File: config.mk
export PLATFORM = sky130hd
export DESIGN_NAME = xadc_drp_writer
export DESIGN_NICKNAME = d
export VERILOG_FILES = /design/src/rtl/xadc_drp_writer.sv
export SDC_FILE = /design/constraint.sdc
export NUM_CORES = 1
export LEC_CHECK = 0
export CAP_MARGIN = 5
export CORE_ASPECT_RATIO = 1.1
export CORE_MARGIN = 2
export CORE_UTILIZATION = 51
export CTS_CLUSTER_SIZE = 10
export DETAILED_ROUTE_END_ITERATION = 8
export PLACE_DENSITY = 0.95
export SETUP_SLACK_MARGIN = 0.3
export SKIP_LAST_GASP = 1
export SLEW_MARGIN = 15
export SYNTH_ARGS = -nofsm -noshare
export SYNTH_HDL_FRONTEND = slang
export SYNTH_SLANG_ARGS = --single-unit
File: constraint.sdc
create_clock -name clk -period 5.4 [get_ports clk]
set_clock_uncertainty 0.1 [all_clocks]
set_input_delay 1.08 -clock clk [delete_from_list [all_inputs] [get_ports clk]]
set_output_delay 1.08 -clock clk [all_outputs]
set_load 0.01 [all_outputs]
File: src/rtl/xadc_drp_writer.sv
// DRP write initiator: one register write per request, optional read-back verify, drdy timeout.
// Latency: accept c0, den c1, resp_valid one cycle after the accepted drdy (or after timeout).
// Backpressure: req_ready only in IDLE; the response is a single pulse with no backpressure.
module xadc_drp_writer #(
    parameter int unsigned TIMEOUT     = 255,
    parameter logic [15:0] VERIFY_MASK = 16'hFFFF
) (
    input  logic        clk,
    input  logic        rstn,
    input  logic        req_valid,
    output logic        req_ready,
    input  logic [6:0]  req_addr,
    input  logic [15:0] req_data,
    input  logic        req_verify,
    output logic        den,
    output logic        dwe,
    output logic [6:0]  daddr,
    output logic [15:0] di,
    input  logic [15:0] do_in,
    input  logic        drdy,
    output logic        busy,
    output logic        resp_valid,
    output logic [1:0]  resp_status,
    output logic [15:0] resp_rdata
);

    typedef enum logic [2:0] {
        S_IDLE    = 3'd0,
        S_WR      = 3'd1,
        S_WR_WAIT = 3'd2,
        S_RD      = 3'd3,
        S_RD_WAIT = 3'd4,
        S_RESP    = 3'd5
    } state_t;

    localparam logic [1:0]  ST_OK       = 2'b00;
    localparam logic [1:0]  ST_TIMEOUT  = 2'b01;
    localparam logic [1:0]  ST_MISMATCH = 2'b10;
    // Compared against the incremented count, so one extra bit avoids wrap at 16'hFFFF.
    localparam logic [16:0] TIMEOUT_L   = 17'(TIMEOUT);

    state_t      state_q, state_d;
    logic [6:0]  addr_q, addr_d;
    logic [15:0] data_q, data_d;
    logic        verify_q, verify_d;
    logic [15:0] cnt_q, cnt_d;
    logic [1:0]  status_q, status_d;
    logic [15:0] rdata_q, rdata_d;

    logic [16:0] cnt_next;
    logic [15:0] cnt_sat;
    logic        limit_hit;
    logic        rd_match;

    // Wait-state bookkeeping: the limit fires on the cycle the counter would reach TIMEOUT.
    always_comb begin
        cnt_next  = {1'b0, cnt_q} + 17'd1;
        cnt_sat   = (&cnt_q) ? cnt_q : cnt_next[15:0];
        limit_hit = (cnt_next >= TIMEOUT_L);
        rd_match  = (((do_in ^ data_q) & VERIFY_MASK) == 16'h0000);
    end

    // Next-state and Moore outputs; drdy is only looked at in the two wait states.
    always_comb begin
        state_d    = state_q;
        addr_d     = addr_q;
        data_d     = data_q;
        verify_d   = verify_q;
        cnt_d      = cnt_q;
        status_d   = status_q;
        rdata_d    = rdata_q;
        req_ready  = 1'b0;
        den        = 1'b0;
        dwe        = 1'b0;
        resp_valid = 1'b0;

        case (state_q)
            S_IDLE: begin
                // Gated by rstn so the port reads 0 while reset is held.
                req_ready = rstn;
                if (req_valid && rstn) begin
                    addr_d   = req_addr;
                    data_d   = req_data;
                    verify_d = req_verify;
                    state_d  = S_WR;
                end
            end
            S_WR: begin
                den     = 1'b1;
                dwe     = 1'b1;
                cnt_d   = 16'h0000;
                state_d = S_WR_WAIT;
            end
            S_WR_WAIT: begin
                cnt_d = cnt_sat;
                if (drdy) begin
                    if (verify_q) begin
                        state_d = S_RD;
                    end else begin
                        status_d = ST_OK;
                        rdata_d  = 16'h0000;
                        state_d  = S_RESP;
                    end
                end else if (limit_hit) begin
                    status_d = ST_TIMEOUT;
                    rdata_d  = 16'h0000;
                    state_d  = S_RESP;
                end
            end
            S_RD: begin
                den     = 1'b1;
                cnt_d   = 16'h0000;
                state_d = S_RD_WAIT;
            end
            S_RD_WAIT: begin
                cnt_d = cnt_sat;
                if (drdy) begin
                    rdata_d  = do_in;
                    status_d = rd_match ? ST_OK : ST_MISMATCH;
                    state_d  = S_RESP;
                end else if (limit_hit) begin
                    status_d = ST_TIMEOUT;
                    rdata_d  = 16'h0000;
                    state_d  = S_RESP;
                end
            end
            S_RESP: begin
                resp_valid = 1'b1;
                state_d    = S_IDLE;
            end
            default: begin
                state_d = S_IDLE;
            end
        endcase
    end

    // State and datapath registers; reset aborts any access in flight.
    always_ff @(posedge clk or negedge rstn) begin
        if (!rstn) begin
            state_q  <= S_IDLE;
            addr_q   <= 7'h00;
            data_q   <= 16'h0000;
            verify_q <= 1'b0;
            cnt_q    <= 16'h0000;
            status_q <= 2'b00;
            rdata_q  <= 16'h0000;
        end else begin
            state_q  <= state_d;
            addr_q   <= addr_d;
            data_q   <= data_d;
            verify_q <= verify_d;
            cnt_q    <= cnt_d;
            status_q <= status_d;
            rdata_q  <= rdata_d;
        end
    end

    assign busy        = (state_q != S_IDLE);
    assign daddr       = addr_q;
    assign di          = data_q;
    assign resp_status = status_q;
    assign resp_rdata  = rdata_q;

endmodule

* Word-level counts from Yosys, hierarchy flattened
Index checks and enable logic that the tools add are counted.
Word-level totals: bits in registers 61, bits of input ports 44, output and inout port bits 46, word-level logic and storage cells 53
Operators by class: $add $sub $neg 1, magnitude comparators 1, equality and inequality tests 8, muxes and demuxes 23, bitwise operators 1, reduce and logical (&&, ||, !) cells 12
Operators with widths (count):
- $mux 16 | 5
- $pmux 16 s2 | 2
- $add 16x1->17 const B | 1
- $ge 17x8->1 const B | 1
- $logic_not 16->1 | 1
- $reduce_and 16->1 | 1
- $xor 16x16->16 | 1
- $mux 3 | 5
- $pmux 3 s5 | 1
- $mux 2 | 5
- $eq 3x2->1 const B | 2
- $eq 3x3->1 const B | 2
- $reduce_and 2->1 | 3
- $mux 1 | 4
- $ne 2x2->1 const B | 2
- $pmux 2 s2 | 1
- $reduce_bool 2->1 | 2
- $reduce_or 2->1 | 2
- $eq 3x1->1 const B | 1
- $logic_not 3->1 | 1
- $ne 3x3->1 const B | 1
- $reduce_bool 3->1 | 1
- $logic_and 1x1->1 | 1

* Longest topological paths before layout
depth in word-level cells 5, gate-level depth with buffers 11, mapped depth without buffers 8

* Least setup slack after synthesis
OpenSTA, ideal clock, no wires.
path type input-to-output, start point input port rstn, end point output port req_ready, arrival time 1.332 ns, data required time 4.220 ns, setup slack 2.888 ns, stages 2, path buffers 0, cell sequence inv_1 > nor2_1
Between the ends: word-level cells in the longest chain between the ends 1
Ends and longest elaborated chain:
- start, declared | line 9 | input logic rstn,
- $mux 1 | line 77 | case (state_q)
- end, declared | line 11 | output logic req_ready,
Every way passes these cells.

* Worst setup path after layout
start point register state_q[1], end point output port req_ready
Between the ends: word-level cells in the longest chain between the ends 2
Ends and longest elaborated chain:
- start, declared | line 42 | state_t state_q, state_d;
- start signal, assigned | line 148 | state_q <= state_d;
- $logic_not 3->1 | line 77
- $mux 1 | line 77
Every way passes these cells.

==> reports/summary.txt <==
Crit share post-route = 0.5855
Critical path's slowest cell = clkdlybuf4s50_1
I/O Buffers = 89
Share of cells above drive strength 1 = 0.1484
Pwr dens = 504.2 nW/µm²
R2r worst-path depth = 7
Vias/cell = 5.812
Initial core utilization = 0.5312
First DRT Iteration DRCs = 169
Clock Sinks = 61
LEAKAGE = 1.761 nW
Synth-to-Final Area Change = 35.20%
# diodes = 0
Mapped Area = 3103 µm²
Pin slew with the least headroom to its limit = 1.025 ns
First-pass GRT wire length = 13,110 µm
Post-Syn Nets = 321
Placed insts = 425
Peak VDD IR = 398.9 µV
MaxCap Viol Count = 0
Post-route minimum period = 3.162 ns
Fillers = 381
Fmax = 0.3163 GHz
CTS buffer count = 9
Sum of negative setup slack = 0 ns
Post-cts sizing count = 0
Gr ovfl total = 0
Unrepaired setup endpoints after global routing = false
Chip height = 85.81 µm
Worst Path Buf+Inv = 1
CP max FO = 10
Drt pass-1 iters = 4
Post-synth EDFFs = 0
Post-route setup slack = 2.238 ns
Core footprint = 5842 µm²
Cells after Synth = 275
Hpwl dp = 5702 µm
Yosys warns = 0
Register bit total from synthesis = 61
Post-CTS Setup Inserts = 0
Via count = 2,563
Hold WC Path Type = reg2reg
Hold Path Stages = 1
Fin. max-slew vios = 0
Fin util = 0.7181
CTS tree = built
DIE WIDTH = 78.37 µm
Placer Congestion = 0.9425
Worst path cell trace = or3_1 -> nor2_1 -> clkdlybuf4s50_1
Hold buffer count at CTS = 0
Final Hold Fails = 0
Ports = 90
GRT Util Overall = 0.2521
Mean post-synth cell area = 11.28 µm²
Vias in the first global route = 2,614
Setup crit start kind = flip-flop
Top_reg_cell synth = dfrtp_1
Routed Antenna Nets = 0
R2R Path End = resp_rdata[15]$_DFFE_PN0P_
Synth unique cells = 52
Ys async rst share = 1.000
Wire length per cell = 18.15 µm
CTS Root Cell = clkbuf_8
DRC viols = 0
R2r setup slk = 2.56 ns
Hold worst-path end = resp_rdata[1]$_DFFE_PN0P_
Fin Hold WS = 0.4066 ns
Final setup fails = 0
Post-Place Setup Slack = 2.268 ns
Std cell rows = 29
Max_slew headroom = 0.3152
Post-synthesis sequential area ratio = 0.4919
Clk buf depth = 2
Largest net degree at the start of global routing = 62
Clk slew on worst S/H paths = 0.07 ns
Fin nets = 405
Worst path required time = 4.22 ns
Clock Latency Late Sink = 0.34 ns
FF-to-FF Start = cnt_q[1]$_DFFE_PN0P_
Total die area = 6725 µm²
Hold_sp = resp_rdata[1]$_DFFE_PN0P_
H-tree Lvls = 3
Crit end category = output pin
CP delay by family, top = simple AND/OR/NAND/NOR gates
Post-route insts no fill = 441
Worst setup path class = reg2out
Status = finished clean
CP Data Arrival Time = 1.98 ns
Initial antenna violation count = 0
Max incr delay on CP = 0.57 ns
Routed WL = 8004 µm
## final cells by class
type                    instances  area [µm²]  area share
clock buffers                   9       123.9     0.02953
repair buffers                 90       893.4      0.2129
flip-flops and latches         61        1526      0.3639
inverters                       6       22.52    0.005368
multi-input cells             191        1459      0.3477
clock inverters                 7       73.82     0.01760
well taps                      77       96.34     0.02296
## worst max path at each step
stage	depth (start not counted)	endpoint	from
finish	3	req_ready	state_q[1]$_DFFE_PN0P_
global route	3	req_ready	state_q[1]$_DFFE_PN0P_
CTS	3	req_ready	state_q[1]$_DFFE_PN0P_
detailed placement	4	req_ready	rstn
global placement	4	req_ready	rstn
floorplan	2	req_ready	rstn
## metrics by stage
| step | area (µm²) | power (mW) |
|---|---|---|
| floorplan | 3103 | 1.268 |
| finish | 4195 | 2.115 |
| detailed placement | 3998 | 1.716 |
| CTS | 4195 | 2.130 |
| global placement | 3998 | 1.665 |
| global route | 4195 | 2.238 |
## logic make-up after synthesis
family | share of synthesized area
simple gates | 0.1496
compound gates | 0.1661
flops | 0.4919
mux | 0.08710
buf+inv | 0.03790
xor+xnor | 0.05927
fa+ha+maj | 0.008063
## layer usage
metal  vias to the layer above  wire length [µm]  track usage
li1                       1184                 -            -
met1                      1260              3402       0.3252
met2                       111              3956       0.4201
met3                         8               565      0.07474
met4                         0                79      0.06380
met5                         -                 0            0
## flip-flops by register name, indices dropped and copies added (netlist names)
signal,count
cnt_q,16
verify_q,1
resp_status,2
di,16
resp_rdata,16
daddr,7
state_q,3
## layout by cell type, fill, tap and decap left out, types with 2 or more instances in the layout
master,instances
and3_1,5
nand4_2,2
nand4_1,3
clkinvlp_4,4
nand2_1,9
o21ai_0,9
a22o_1,18
dfrtp_1,61
o21ai_1,9
inv_1,6
o41ai_1,3
a41oi_1,2
nand2b_1,2
nor4_1,5
xor2_1,17
clkdlybuf4s50_1,88
mux2_2,24
a21oi_1,3
a22oi_1,2
o31ai_1,7
ha_1,2
nor2_1,17
o211ai_1,2
clkbuf_8,9
or3_1,5
nor2b_1,5
nand3_1,13
xnor2_1,4
## synthesized netlist by cell type (all sizes together), types with 3 or more instances
| master | count | area share |
|---|---|---|
| mux2 | 24 | 0.087 |
| o41ai | 3 | 0.0085 |
| nor4 | 7 | 0.021 |
| nand3 | 14 | 0.027 |
| clkbuf | 5 | 0.0060 |
| nand4 | 5 | 0.014 |
| xor2 | 17 | 0.048 |
| o31ai | 8 | 0.024 |
| nor2 | 18 | 0.023 |
| a22o | 18 | 0.051 |
| xnor2 | 4 | 0.011 |
| and3 | 5 | 0.010 |
| a21oi | 4 | 0.010 |
| nand2 | 9 | 0.011 |
| buf | 12 | 0.025 |
| nor2b | 5 | 0.010 |
| dfrtp | 61 | 0.49 |
| inv | 6 | 0.0073 |
| or3 | 5 | 0.010 |
| o21ai | 18 | 0.029 |
## report_power, final
part,switching (mW),internal [mW],total [mW]
clock,0.188,0.213,0.401
combinational,0.423,0.516,0.939
sequential,0.155,0.619,0.775
total,0.767,1.35,2.12
Note: power is estimated with default switching activity, not from simulation.
